## src/rtl/lcd_mon_pkg.sv

```systemverilog
// Purpose : shared constants, FSM encoding and cursor helper for the LCD bus monitor.
// Latency : n/a (package only).
// Backpres: n/a (package only).
package lcd_mon_pkg;

   // Command opcodes: a command matches when (data & MASK) == VAL.
   // They are decoded in priority order from the MSB down.
   localparam logic [7:0] CMD_DDRAM_MASK = 8'h80;
   localparam logic [7:0] CMD_DDRAM_VAL  = 8'h80;
   localparam logic [7:0] CMD_FUNC_MASK  = 8'hE0;
   localparam logic [7:0] CMD_FUNC_VAL   = 8'h20;
   localparam logic [7:0] CMD_CGRAM_MASK = 8'hC0;
   localparam logic [7:0] CMD_CGRAM_VAL  = 8'h40;
   localparam logic [7:0] CMD_DISP_MASK  = 8'hF8;
   localparam logic [7:0] CMD_DISP_VAL   = 8'h08;
   localparam logic [7:0] CMD_ENTRY_MASK = 8'hFC;
   localparam logic [7:0] CMD_ENTRY_VAL  = 8'h04;
   localparam logic [7:0] CMD_HOME_MASK  = 8'hFE;
   localparam logic [7:0] CMD_HOME_VAL   = 8'h02;
   localparam logic [7:0] CMD_CLEAR_MASK = 8'hFF;
   localparam logic [7:0] CMD_CLEAR_VAL  = 8'h01;

   // DDRAM geometry of a 2-line controller.
   localparam logic [6:0] ROW0_BASE = 7'h00;
   localparam logic [6:0] ROW1_BASE = 7'h40;
   localparam logic [6:0] ROW0_END  = 7'h27;
   localparam logic [6:0] ROW1_END  = 7'h67;

   localparam logic [7:0] SPACE_CHAR = 8'h20;
   localparam logic [4:0] FILL_LAST  = 5'd31;

   // Sticky error bit positions.
   localparam int ERR_BUSY = 0;
   localparam int ERR_READ = 1;
   localparam int ERR_DL   = 2;

   typedef enum logic [1:0] {
      ST_IDLE = 2'd0,
      ST_EXEC = 2'd1,
      ST_FILL = 2'd2,
      ST_WAIT = 2'd3
   } state_t;

   function automatic logic cmd_is(input logic [7:0] d, input logic [7:0] mask,
                                   input logic [7:0] val);
      return (d & mask) == val;
   endfunction

   // Address after one data write. Line ends hop to the other line; any
   // out-of-range address just moves by one with 7-bit wrap.
   function automatic logic [6:0] cursor_step(input logic [6:0] a, input logic inc);
      logic [6:0] n;
      if (inc) begin
         if (a == ROW0_END)      n = ROW1_BASE;
         else if (a == ROW1_END) n = ROW0_BASE;
         else                    n = a + 7'd1;
      end else begin
         if (a == ROW0_BASE)      n = ROW1_END;
         else if (a == ROW1_BASE) n = ROW0_END;
         else                     n = a - 7'd1;
      end
      return n;
   endfunction

endpackage

```

## src/rtl/lcd_mon_ddram_buf.sv

```systemverilog
// Purpose : 32x8 display buffer (2 rows x 16 columns), one write port, one registered read port.
// Latency : read data appears 1 cycle after rd_addr; same-cycle write/read returns old data.
// Backpres: none; both ports accept every cycle.
// Ports   : clk, resetn (async, low) | wr_en/wr_addr/wr_data write port | rd_addr -> rd_data (registered).
module lcd_ddram_buf (
   input  logic       clk,
   input  logic       resetn,
   input  logic       wr_en,
   input  logic [4:0] wr_addr,
   input  logic [7:0] wr_data,
   input  logic [4:0] rd_addr,
   output logic [7:0] rd_data
);

   // Storage is not reset; contents are meaningful only after a Clear.
   logic [7:0] mem_q [0:31];
   logic [7:0] rd_data_q;
   logic [7:0] rd_data_d;

   always_comb begin
      rd_data_d = mem_q[rd_addr];
   end

   always_ff @(posedge clk) begin
      if (wr_en) begin
         mem_q[wr_addr] <= wr_data;
      end
   end

   always_ff @(posedge clk or negedge resetn) begin
      if (!resetn) begin
         rd_data_q <= '0;
      end else begin
         rd_data_q <= rd_data_d;
      end
   end

   assign rd_data = rd_data_q;

endmodule

```

## src/rtl/lcd_bus_monitor.sv

```systemverilog
// Purpose : decodes HD44780-style 8-bit write transactions into a 2x16 buffer, cursor and display state.
// Latency : a transaction takes effect on the edge ending the E-fall cycle; rd_data is 1 cycle behind rd_addr.
// Backpres: none on the bus; a strobe arriving while busy is dropped and flagged in err[0].
// Ports   : clk, resetn | LCD_E/RS/RW/DATA bus in | rd_addr -> rd_data readback |
//           cursor, busy, disp_on, inc_mode, xfer_count, err status out.
module lcd_bus_monitor
   import lcd_mon_pkg::*;
#(
   parameter int CLEAR_CYCLES = 2000,
   parameter int CMD_CYCLES   = 40
) (
   input  logic        clk,
   input  logic        resetn,
   input  logic        LCD_E,
   input  logic        LCD_RS,
   input  logic        LCD_RW,
   input  logic [7:0]  LCD_DATA,
   input  logic [4:0]  rd_addr,
   output logic [7:0]  rd_data,
   output logic [6:0]  cursor,
   output logic        busy,
   output logic        disp_on,
   output logic        inc_mode,
   output logic [15:0] xfer_count,
   output logic [2:0]  err
);

   localparam int CNT_MAX = (CLEAR_CYCLES > CMD_CYCLES) ? CLEAR_CYCLES : CMD_CYCLES;
   localparam int CNT_W   = $clog2(CNT_MAX + 1);
   localparam logic [CNT_W-1:0] CLEAR_LOAD = CNT_W'(CLEAR_CYCLES);
   localparam logic [CNT_W-1:0] CMD_LOAD   = CNT_W'(CMD_CYCLES);
   localparam logic [CNT_W-1:0] CNT_ONE    = CNT_W'(1);

   logic             e_q, e_d;
   logic             rs_q, rs_d;
   logic             rw_q, rw_d;
   logic [7:0]       data_q, data_d;
   state_t           state_q, state_d;
   logic [CNT_W-1:0] cnt_q, cnt_d;
   logic [4:0]       fill_idx_q, fill_idx_d;
   logic             is_clear_q, is_clear_d;
   logic [6:0]       cursor_q, cursor_d;
   logic             disp_on_q, disp_on_d;
   logic             inc_mode_q, inc_mode_d;
   logic [15:0]      xfer_count_q, xfer_count_d;
   logic [2:0]       err_q, err_d;

   logic             xact;
   logic             busy_w;
   logic             buf_we;
   logic [4:0]       buf_waddr;
   logic [7:0]       buf_wdata;

   // A transaction is the falling edge of E, seen one cycle late.
   assign xact = e_q & ~LCD_E;

   // The Clear's EXEC cycle is covered so busy never dips between the
   // counter and the fill; otherwise the counter alone (>= 1 in EXEC) holds it.
   assign busy_w = (cnt_q != '0) || (state_q == ST_FILL) ||
                   ((state_q == ST_EXEC) && is_clear_q);

   always_comb begin
      e_d          = LCD_E;
      rs_d         = LCD_E ? LCD_RS   : rs_q;
      rw_d         = LCD_E ? LCD_RW   : rw_q;
      data_d       = LCD_E ? LCD_DATA : data_q;
      state_d      = state_q;
      cnt_d        = (cnt_q != '0) ? (cnt_q - CNT_ONE) : cnt_q;
      fill_idx_d   = fill_idx_q;
      is_clear_d   = is_clear_q;
      cursor_d     = cursor_q;
      disp_on_d    = disp_on_q;
      inc_mode_d   = inc_mode_q;
      xfer_count_d = xfer_count_q;
      err_d        = err_q;
      buf_we       = 1'b0;
      buf_waddr    = fill_idx_q;
      buf_wdata    = SPACE_CHAR;

      case (state_q)
         ST_IDLE: state_d = ST_IDLE;
         ST_EXEC: begin
            fill_idx_d = '0;
            state_d    = is_clear_q ? ST_FILL : ST_WAIT;
         end
         ST_FILL: begin
            buf_we     = 1'b1;
            fill_idx_d = fill_idx_q + 5'd1;
            if (fill_idx_q == FILL_LAST) begin
               state_d = ST_WAIT;
            end
         end
         ST_WAIT: begin
            if (cnt_q == '0) begin
               state_d = ST_IDLE;
            end
         end
         default: state_d = ST_IDLE;
      endcase

      // Acceptance is only possible with busy low, i.e. in IDLE or a WAIT
      // whose counter has drained, so it never collides with the fill port.
      if (xact) begin
         if (busy_w) begin
            err_d[ERR_BUSY] = 1'b1;
         end else if (rw_q) begin
            err_d[ERR_READ] = 1'b1;
         end else begin
            xfer_count_d = (xfer_count_q == 16'hFFFF) ? xfer_count_q : (xfer_count_q + 16'd1);
            cnt_d        = CMD_LOAD;
            is_clear_d   = 1'b0;
            state_d      = ST_EXEC;
            if (rs_q) begin
               if (cursor_q[6:4] == ROW0_BASE[6:4]) begin
                  buf_we    = 1'b1;
                  buf_waddr = {1'b0, cursor_q[3:0]};
                  buf_wdata = data_q;
               end else if (cursor_q[6:4] == ROW1_BASE[6:4]) begin
                  buf_we    = 1'b1;
                  buf_waddr = {1'b1, cursor_q[3:0]};
                  buf_wdata = data_q;
               end
               cursor_d = cursor_step(cursor_q, inc_mode_q);
            end else if (cmd_is(data_q, CMD_DDRAM_MASK, CMD_DDRAM_VAL)) begin
               cursor_d = data_q[6:0];
            end else if (cmd_is(data_q, CMD_FUNC_MASK, CMD_FUNC_VAL)) begin
               // Only the 8-bit interface is modelled; DL=0 is a driver bug.
               if (!data_q[4]) begin
                  err_d[ERR_DL] = 1'b1;
               end
            end else if (cmd_is(data_q, CMD_CGRAM_MASK, CMD_CGRAM_VAL)) begin
               // CGRAM is not modelled; the command only costs busy time.
               cursor_d = cursor_q;
            end else if (cmd_is(data_q, CMD_DISP_MASK, CMD_DISP_VAL)) begin
               disp_on_d = data_q[2];
            end else if (cmd_is(data_q, CMD_ENTRY_MASK, CMD_ENTRY_VAL)) begin
               inc_mode_d = data_q[1];
            end else if (cmd_is(data_q, CMD_HOME_MASK, CMD_HOME_VAL)) begin
               cursor_d = ROW0_BASE;
               cnt_d    = CLEAR_LOAD;
            end else if (cmd_is(data_q, CMD_CLEAR_MASK, CMD_CLEAR_VAL)) begin
               cursor_d   = ROW0_BASE;
               inc_mode_d = 1'b1;
               cnt_d      = CLEAR_LOAD;
               is_clear_d = 1'b1;
            end
         end
      end
   end

   always_ff @(posedge clk or negedge resetn) begin
      if (!resetn) begin
         e_q          <= 1'b0;
         rs_q         <= 1'b0;
         rw_q         <= 1'b0;
         data_q       <= '0;
         state_q      <= ST_IDLE;
         cnt_q        <= '0;
         fill_idx_q   <= '0;
         is_clear_q   <= 1'b0;
         cursor_q     <= '0;
         disp_on_q    <= 1'b0;
         inc_mode_q   <= 1'b1;
         xfer_count_q <= '0;
         err_q        <= '0;
      end else begin
         e_q          <= e_d;
         rs_q         <= rs_d;
         rw_q         <= rw_d;
         data_q       <= data_d;
         state_q      <= state_d;
         cnt_q        <= cnt_d;
         fill_idx_q   <= fill_idx_d;
         is_clear_q   <= is_clear_d;
         cursor_q     <= cursor_d;
         disp_on_q    <= disp_on_d;
         inc_mode_q   <= inc_mode_d;
         xfer_count_q <= xfer_count_d;
         err_q        <= err_d;
      end
   end

   lcd_ddram_buf u_buf (
      .clk     (clk),
      .resetn  (resetn),
      .wr_en   (buf_we),
      .wr_addr (buf_waddr),
      .wr_data (buf_wdata),
      .rd_addr (rd_addr),
      .rd_data (rd_data)
   );

   assign cursor     = cursor_q;
   assign busy       = busy_w;
   assign disp_on    = disp_on_q;
   assign inc_mode   = inc_mode_q;
   assign xfer_count = xfer_count_q;
   assign err        = err_q;

endmodule

```

## config.mk

```make
export PLATFORM = sky130hd
export DESIGN_NAME = lcd_bus_monitor
export DESIGN_NICKNAME = d
export VERILOG_FILES = /design/src/rtl/lcd_mon_pkg.sv /design/src/rtl/lcd_mon_ddram_buf.sv /design/src/rtl/lcd_bus_monitor.sv
export SDC_FILE = /design/constraint.sdc
export NUM_CORES = 1
export LEC_CHECK = 0
export CAP_MARGIN = 20
export CORE_UTILIZATION = 55
export CTS_BUF_LIST = sky130_fd_sc_hd__clkbuf_8
export DETAILED_ROUTE_END_ITERATION = 7
export HOLD_SLACK_MARGIN = 0.15
export PLACE_DENSITY = 0.73
export SLEW_MARGIN = 20
export SYNTH_ARGS = -nofsm -noshare
export SYNTH_HDL_FRONTEND = slang
export SYNTH_HIERARCHICAL = 1
export SYNTH_SLANG_ARGS = --single-unit
```

## constraint.sdc

```tcl
create_clock -name clk -period 4.3 [get_ports clk]
set_input_delay 0.86 -clock clk [delete_from_list [all_inputs] [get_ports clk]]
set_output_delay 0.86 -clock clk [all_outputs]
set_load 0.1 [all_outputs]
```

* Yosys cells after proc, flatten, opt, wreduce, memory -nomap -nowiden
Memories as Yosys holds them, arrays and structs flattened. A register that Yosys moved wholly into a read port is not among the register bits.
Index checks and enable logic that the tools add are counted.
** Word-level totals
- Bits of input ports :: 18
- Memories :: 1
- Word-level logic and storage cells :: 137
- Register bits after elaboration :: 58
- RAM bits :: 256
- Output and inout bits :: 37
** Memory list
- u_buf.mem_q :: depth 32, width 8, read ports 1, clocked after Yosys merged registers in 1, write ports 1, RTL line lcd_mon_ddram_buf.sv:16 : logic [7:0] mem_q [0:31];
** Cells by class
- Reductions and logical operators :: 20
- Add/subtract/negate cells :: 5
- Muxes and demuxes :: 65
- Bitwise operators :: 11
- Equal/unequal tests :: 20
** Operators by type and width (number)
- $mux 11 :: 12
- $mux 7 :: 13
- $mux 8 :: 6
- $mux 5 :: 6
- $mux 1 :: 21
- $add 16x1->16 const B :: 1
- $eq 16x16->1 const B :: 1
- $reduce_and 8->1 :: 2
- $eq 7x7->1 const B :: 2
- $ne 3x3->1 const B :: 4
- $logic_not 11->1 :: 1
- $reduce_bool 11->1 :: 1
- $sub 11x1->11 const B :: 1
- $mux 2 :: 5
- $not 1->1 :: 10
- $pmux 5 s2 :: 1
- $reduce_and 10->1 :: 1
- $eq 8x1->1 const B :: 1
- $pmux 2 s4 :: 1
- $add 7x1->7 const B :: 1
- $eq 7x1->1 const B :: 1
- $eq 7x6->1 const B :: 1
- $logic_not 7->1 :: 1
- $reduce_and 7->1 :: 1
- 21 further kinds :: 26

* Depth between registers and ports, before layout
- Depth after elaboration :: 12
- Gate-level depth with buffers :: 13

* Modules after synthesis
The synthesis kept the hierarchy.
** By module, submodules not included
- lcd_ddram_buf :: cells each 417, instances 1, area an instance 10093.4 um^2
- lcd_bus_monitor :: cells each 332, instances 1, area an instance 3231.8 um^2

* Least setup slack after synthesis
OpenSTA, ideal clock, no wires.
- Path type :: input to register
- Start :: in LCD_E
- End :: mem u_buf.mem_q[19][0], enable pin
- Arrival :: 3321 ps
- Cell stages on the path :: 9
- Path slack :: 608 ps
- Path buffers :: 2
- Data required time :: 3930 ps
- Cell sequence :: or3b_2 nor2_1 and4_1 clkbuf_1 buf_2 nand2_1 o21ai_0 or3b_2 nor2_1
** Between the ends
- Elaborated cells between the ends (all ways) :: 6
- Classes of those cells :: mux (4); bitwise (2)
** RTL lines
- from (decl) :: RTL line lcd_bus_monitor.sv:14 : input logic LCD_E,
- $not 1->1 :: RTL line lcd_bus_monitor.sv:55 : assign xact = e_q & ~LCD_E;
- $and 1x1->1 :: RTL line lcd_bus_monitor.sv:55
- $mux 5 :: RTL line lcd_bus_monitor.sv:103 : if (xact) begin
- named net buf_waddr[4] :: RTL line lcd_bus_monitor.sv:51 : logic [4:0] buf_waddr;
- to (decl) :: RTL line lcd_mon_ddram_buf.sv:16
The timed path passes the listed nets, and every way through them passes these cells.

* Worst setup path in the final report
- Start :: reg cnt_q[0]
- End :: mem u_buf.mem_q[9][0], enable pin
** Between the ends
- Elaborated cells between the ends (all ways) :: 9
- Classes of those cells :: mux (6); reduce/logical (3)
** RTL lines
- from (decl) :: RTL line lcd_bus_monitor.sv:39 : logic [CNT_W-1:0] cnt_q, cnt_d;
- from (signal assigned) :: RTL line lcd_bus_monitor.sv:172 : cnt_q <= cnt_d;
- $reduce_bool 11->1 :: RTL line lcd_bus_monitor.sv:59 : assign busy_w = (cnt_q != '0) || (state_q == ST_FILL) ||
- $logic_or 1x1->1 (2 in series) :: RTL line lcd_bus_monitor.sv:59
- $mux 5 :: RTL line lcd_bus_monitor.sv:104 : if (busy_w) begin
- $mux 5 :: RTL line lcd_bus_monitor.sv:103
- named net buf_waddr[4] :: RTL line lcd_bus_monitor.sv:51
The timed path passes the listed nets, and every way through them passes these cells.

==> impl_metrics.toml <==
[setup_path]
cp_slowest_stage_delay_ns = 0.64
ff2ff_path_depth = 9
reg2reg_from = "cnt_q[0]"
crit_chain = "inv_1 > ha_1 > or4b_1 > nor3_4 > and4_1 > o21ai_0 > or3b_2 > nor2_1 > buf_4"
slowest_stage = "or3b_2"
worst-r2r-setup-slack_ns = 0.53
required_ns = 4.56
start_kind = "register"
r2r_end = "u_buf/mem_q[9][0]"
path_class = "register to register"
critPathMaxFanout = 19
end_kind = "register"
worstPathArrival_ns = 4.03

[timing]
fmax_mhz = 266
finalSetupTns_ns = 0
finalSetupViolations = 0
slew_violations = 0
layout_setup_ws_ns = 0.535
tightest_slew_ns = 1.00
hold_viol_final = 0
grt_setup_unrepaired = "false"
skew_ns = 0.0213
slew_headroom_pct = 33.0
period_needed_ns = 3.77
min_period_over_period_pct = 87.6

[detailed_routing]
wl_per_cell_microns = 22.5
ant_nets = 0
routed_wirelength_microns = 27700
drt-vias-per-instance = 5.89
drc = 0
first_iter_violations = 529
num_vias = 7244
dr.pass1.iters = 5

[cts]
cts_resized = 0
insertion_delay_ns = 0.56
cts.clk_slew.worst_paths_ns = 0.06
cts_root_buffer = "clkbuf_8"
cts_tree = "yes"
cts_max_path_buffers = 3
cts_made_buffers = 50
cts_sinks = 322
ctsHoldBuffers = 0
htree_levels = 2
cts_setup_buffers = 0

[pwr]
design_power_total_mw = 5.87
power.switching_mw = 1.20
internal_power_mw = 4.67
ir_drop_mv = 0.217
power_density_mw_per_mm2 = 380
pwr-share-comb_pct = 2.2
sw_frac_of_total_pct = 20.5
seqPwrFrac_pct = 57.1
pwr-share-clk_pct = 40.6
power_leakage_nw = 4.81

[global_route]
grt_usage_pct = 24.0
grt_pass1_wl_microns = 43800
grt_max_degree = 65
first_global_vias = 7696
grt_overflow_total = 0
antenna_found_initial = 0

[synthesis]
postSynthCellCount = 749
synth.top_cell.area_share_pct = 57.7
synth_edf_count = 256
synth_area_leaders = "edfxtp_1 (58%), mux4_2 (14%), dfrtp_1 (12%), mux2_2 (1.9%), nor2_1 (1.5%)"
async_reset_ff_share_pct = 20.5
seq_area_frac_synth_pct = 70.1
ys_seq_elements = 322
synthDistinctLibCells = 63
syn-cell-area_sq_mm = 0.0133
synth_top_area_cell = "edfxtp_1"
syn_nets = 777
synth_ff_type = "edfxtp_1"
synth_warnings = 6
syn-mean-instance-area_sq_um = 17.8

[layout]
final_common_cell = "edfxtp_1"
layout-drive-gt1-share_pct = 25.9
nNetsFinal = 897
stdcell_area_sq_mm = 0.0154
num_antenna_cells = 0
area_delta_synth_final_pct = 15.8
final_cell_mix = "edfxtp_1 (256), mux4_2 (80), dfrtp_1 (65)"
fin_cells = 1229

[floorplanning]
start_util_pct = 56.4
rows = 56
core_area_sq_mm = 0.0236
io_pins = 55
die_w_microns = 158
die_area_sq_mm = 0.0249
die_y_microns = 158

[run_status]
outcome = "finished clean"

[place]
placed_area_sq_mm = 0.0145
pre_cts_slack_ns = 0.234
dp.cells = 1136
port_buffers = 54
dp_hpwl_microns = 17900
routabilityCongestion = 0.835

[worst_hold_path]
holdCritPathClass = "primary input to asynchronous set/reset pin"

[run]
maxCapViolCount = 0
[cells in the mapped netlist (2+ instances only)]
cell      number
nand3_1       15
dfrtp_1       65
nor3_1        10
a31oi_1        5
or3b_2         5
buf_2          2
o21bai_1       2
a21o_1         2
o311a_1        2
clkbuf_1      20
and3_1         4
a31o_2         3
nor2_1        54
a211oi_1       4
a21oi_1       11
mux4_2        80
mux2_2        22
xor2_1         4
nor3b_1        4
inv_1         16
nand4_1        6
xnor2_1       16
mux2i_1        2
ha_1          10
or2_2          2
edfxtp_1     256
o211ai_1       3
or3_1          3
o31ai_1        3
nand2b_1       7
o21ai_0       22
nor2b_1        4
buf_4          6
nand3b_1       6
nor4_1         4
and4_1         3
nand2_1       28
or4_1          2
and2_1         8
buf_1          5
[layer usage]
metal	up-vias	share of wire, %	global-route usage [%]
li1	3219	-	-
met1	3684	42	32.3
met2	287	49	38.9
met3	54	6.5	5.04
met4	0	2.9	8.92
met5	-	0	0
[logic make-up (layout without fill, tap and decap cells)]
group	Yosys count	after routing	share of synthesized area (%)
flops	322	322	70.1
mux	105	105	15.6
compound gates	69	69	3.49
buf+inv	51	212	1.68
fa+ha+maj	10	10	0.939
xor+xnor	20	20	1.31
simple gates	172	172	6.86
[through the flow]
| step | utilization [%] | hold WS, ns |
|---|---|---|
| 2_1_floorplan | - | 0.483 |
| 3_3_place_gp | 61.3 | 0.442 |
| 3_5_place_dp | 61.3 | 0.449 |
| 4_1_cts | 65.4 | 0.450 |
| 5_1_grt | 65.4 | 0.484 |
| 6_report | 65.4 | 0.458 |
[cell type report]
type                    instances  area, sq um
clock buffers                  57          785
well taps                     319          399
flip-flops and latches        322         9340
multi-input cells             376         3760
fillers                      1578         8180
inverters                      17         63.8
repair buffers                102          911
clock inverters                36          174
[critical path: cells and delay by family, from the launching register on]
family | cells | cell delay (ns)
fa+ha+maj | 1 | 0.21
compound gates | 1 | 0.36
simple gates | 5 | 2.26
flops | 1 | 0.37
buf+inv | 2 | 0.29
[worst max path at each step]
stage,slack (ns),endpoint,cells past startpoint,startpoint
3_5_place_dp,0.23,u_buf/mem_q[9][5],8,LCD_E
2_1_floorplan,0.61,u_buf/mem_q[19][0],9,LCD_E
4_1_cts,0.57,u_buf/mem_q[9][0],9,cnt_q[0]
6_report,0.53,u_buf/mem_q[9][0],9,cnt_q[0]
3_3_place_gp,0.31,u_buf/mem_q[9][4],8,LCD_E
5_1_grt,0.26,u_buf/mem_q[18][2],10,cnt_q[0]
[power groups by stage]
| stage | Clock [mW] | Sequential, mW | Combinational, mW |
|---|---|---|---|
| detailed placement | 0 | 3.42 | 0.133 |
| global route | 2.59 | 3.35 | 0.142 |
| finish | 2.38 | 3.35 | 0.130 |
| floorplan | 0 | 3.41 | 0.0914 |
| CTS | 2.44 | 3.35 | 0.133 |
| global placement | 0 | 3.41 | 0.128 |
[registers in the layout, indices dropped and copies added, names as in the netlist, 2 cells and up]
signal	flops
err	3
cnt_q	11
u_buf/mem_q	256
xfer_count	16
fill_idx_q	5
u_buf/rd_data	8
data_q	8
state_q	2
cursor	7
(Power assumes the default switching activity.)
==> RTL change, RTL diff (config.mk and constraints unchanged) <==
Set the parameter `CMD_CYCLES` to 80 (it was 40).
--- a/src/rtl/lcd_bus_monitor.sv
+++ b/src/rtl/lcd_bus_monitor.sv
@@ -7,7 +7,7 @@
    import lcd_mon_pkg::*;
 #(
    parameter int CLEAR_CYCLES = 2000,
-   parameter int CMD_CYCLES   = 40
+   parameter int CMD_CYCLES   = 80
 ) (
    input  logic        clk,
    input  logic        resetn,
Behaviour: no difference found for any inputs over 4 cycles, from zero or initial values and one cycle with resetn low; that may be too few to reach the edited logic, so the function may still have changed.
==> RTL change against the unedited design <==
- area after synthesis about the same
- clock power up 3%
- first-iteration DRC count up 7.2%
- largest power group unchanged
- total power up 1.1%
- clock skew up 8.6 ps
- critical path type unchanged
- worst setup slack worse by 110 ps
- wire length up 1.9%
- sequential cell count unchanged
- critical path depth down 2
- die area about the same
- final area down 0.88%
==> RTL change: results (changes against the unedited design) <==
Parameter                              Value

Power
  Pleak    0.004511 uW (was 0.004807 uW)
  Highest ir drop seen on vdd    292.4 uV (was 217.3 uV)

Final layout
  Antenna fix cells    0 (unchanged)
  Number of flip-flops in the largest register    256 (unchanged)
  Fin nets    874 (was 897)
  # fillers    1617 (was 1578)
  Layout cells sized above 1    0.2463 (was 0.2593)

Worst setup path
  Critical path's slowest cell    nor2_1 (was or3b_2)
  Crit path largest cell delay    590 ps (was 640 ps)
  Critical path data arrival time    4080 ps (was 4030 ps)
  Gate family responsible for the most delay along the worst path    simple AND/OR/NAND/NOR gates (unchanged)
  Largest fanout on the critical path    12 (was 19)

Routing
  Via/cell ratio    6.042 (was 5.894)
  Violation count after the first detailed-route iteration    567 (was 529)
  Routed wire length per instance    23.46 um (was 22.55 um)
  Met2 Wirelength    14000 um (was 13530 um)
  Routed WL    28250 um (was 27710 um)
  Met3 wirelength from detailed routing    1792 um (was 1793 um)
  First-pass iteration count of the detailed router    5 (unchanged)
  DRT met1 WL    11850 um (was 11580 um)
  DR top layer    met4 (unchanged)

Global route
  Largest net degree at the start of global routing    51 (was 65)
  First-pass GRT wire length    43850 um (was 43840 um)
  Number of global-route vias before repair    7523 (was 7696)
  Overall track demand over capacity in global routing    0.2418 (was 0.2401)
  Antenna violations before repair    0 (unchanged)

Synth
  Number of warnings issued by yosys    6 (unchanged)
  Number of enable-type register cells in the synthesized netlist    256 (unchanged)
  Most frequent cells after synthesis    edfxtp_1, mux4_2, dfrtp_1 (unchanged)
  Sequential area share after synthesis    0.7012 (was 0.7009)
  Count of distinct cell types in the synthesized netlist    64 (was 63)
  Post-synthesis instance total    741 (was 749)
  Cell types occupying the most area after synthesis    edfxtp_1, mux4_2, dfrtp_1 (unchanged)
  Net count after synthesis    769 (was 777)
  Fraction of registers with async set/reset    0.2050 (unchanged)

Min path
  Worst min path class    in2async (unchanged)

Placement
  Placed Cells    1113 (was 1136)
  Placed wire-length estimate    18120 um (was 17920 um)
  Buffers on Ports    54 (unchanged)
  RePlAce Congestion    0.8878 (was 0.8353)
  Post-placement setup slack    282.9 ps (was 233.8 ps)

Clocking
  Clock Latency Late Sink    580 ps (was 560 ps)
  CTS clock-pin slew for the worst setup and hold paths    60 ps (about the same)
  Buffer levels on the longest clock path    3 (unchanged)
  Total of cells resized after clock tree synthesis    0 (unchanged)
  H-tree levels    2 (unchanged)
  Count of buffers added by post-CTS timing repair for setup    0 (unchanged)

STA
  Clock Skew    29.85 ps (was 21.28 ps)
  Transition time at the pin with the least slew margin    1008 ps (was 1002 ps)

Outcome
  Run status    complete, no violations (unchanged)
## RTL change: cell count changes after synthesis, moves of 3 or more
cell     change
nand3_1      +3
nor3b_1      -3
a21oi_1      +7
or3_1        +3
nand4_1      +4
mux2i_1      +5
o21ai_0      -8
mux2_4       +3
inv_1        -4
nor2_1       -4
## RTL change: layout make-up
type                    instances  area [sq um]  share of cell area
clock inverters                39         241.5             0.01579
inverters                      12         45.04            0.002945
flip-flops and latches        322          9340              0.6106
repair buffers                 89         800.8             0.05235
clock buffers                  52         715.7             0.04679
well taps                     319         399.1             0.02609
multi-input cells             371          3755              0.2455
## RTL change: final timing paths
path | start | to | slack [ps] | cells after the start
hold reg to reg | err[0]$_DFFE_PN0P_ | err[0]$_DFFE_PN0P_ | 490 | 1
min in group clk | err[0]$_DFFE_PN0P_ | err[0]$_DFFE_PN0P_ | 490 | 1
max in group asynchronous | resetn | fill_idx_q[3]$_DFFE_PN0P_ | 3080 | 2
setup reg to reg | cnt_q[6]$_DFF_PN0_ | u_buf/mem_q[10][4]$_DFFE_PP_ | 430 | 7
setup / recovery | cnt_q[6]$_DFF_PN0_ | u_buf/mem_q[10][4]$_DFFE_PP_ | 430 | 7
hold / removal | resetn | cnt_q[3]$_DFF_PN0_ | 210 | 1
## RTL change: cell families after synthesis
| kind of cell | count (synthesis) | synth area share |
|---|---|---|
| flops | 322 | 0.7012 |
| fa+ha+maj | 10 | 0.009393 |
| compound gates | 59 | 0.02893 |
| simple gates | 176 | 0.07224 |
| xor+xnor | 16 | 0.01052 |
| mux | 110 | 0.1608 |
| buf+inv | 48 | 0.01691 |
## RTL change: through the flow
step / instance area, sq um / util / hold slack, ps
after CTS: 15300 / 0.6478 / 192.8
after global placement: 14340 / 0.6073 / 458.5
final: 15300 / 0.6478 / 205.7
after floorplan: 13320 / - / 461.0
after global routing: 15300 / 0.6478 / 223.3
after detailed placement: 14340 / 0.6073 / 464.4
## RTL change: metal layers
metal  track usage  up-vias
li1              -     3167
met1        0.3393     3744
met2        0.3912      310
met3       0.04051       54
met4       0.07582        0
met5             0        -
## RTL change: power by group
part / total [uW] / leakage (uW) / internal (uW) / switching (uW)
Sequential: 3350 / 0.00252 / 3330 / 20.4
Clock: 2440 / 0.000564 / 1300 / 1140
Combinational: 133 / 0.00142 / 63.8 / 69.3
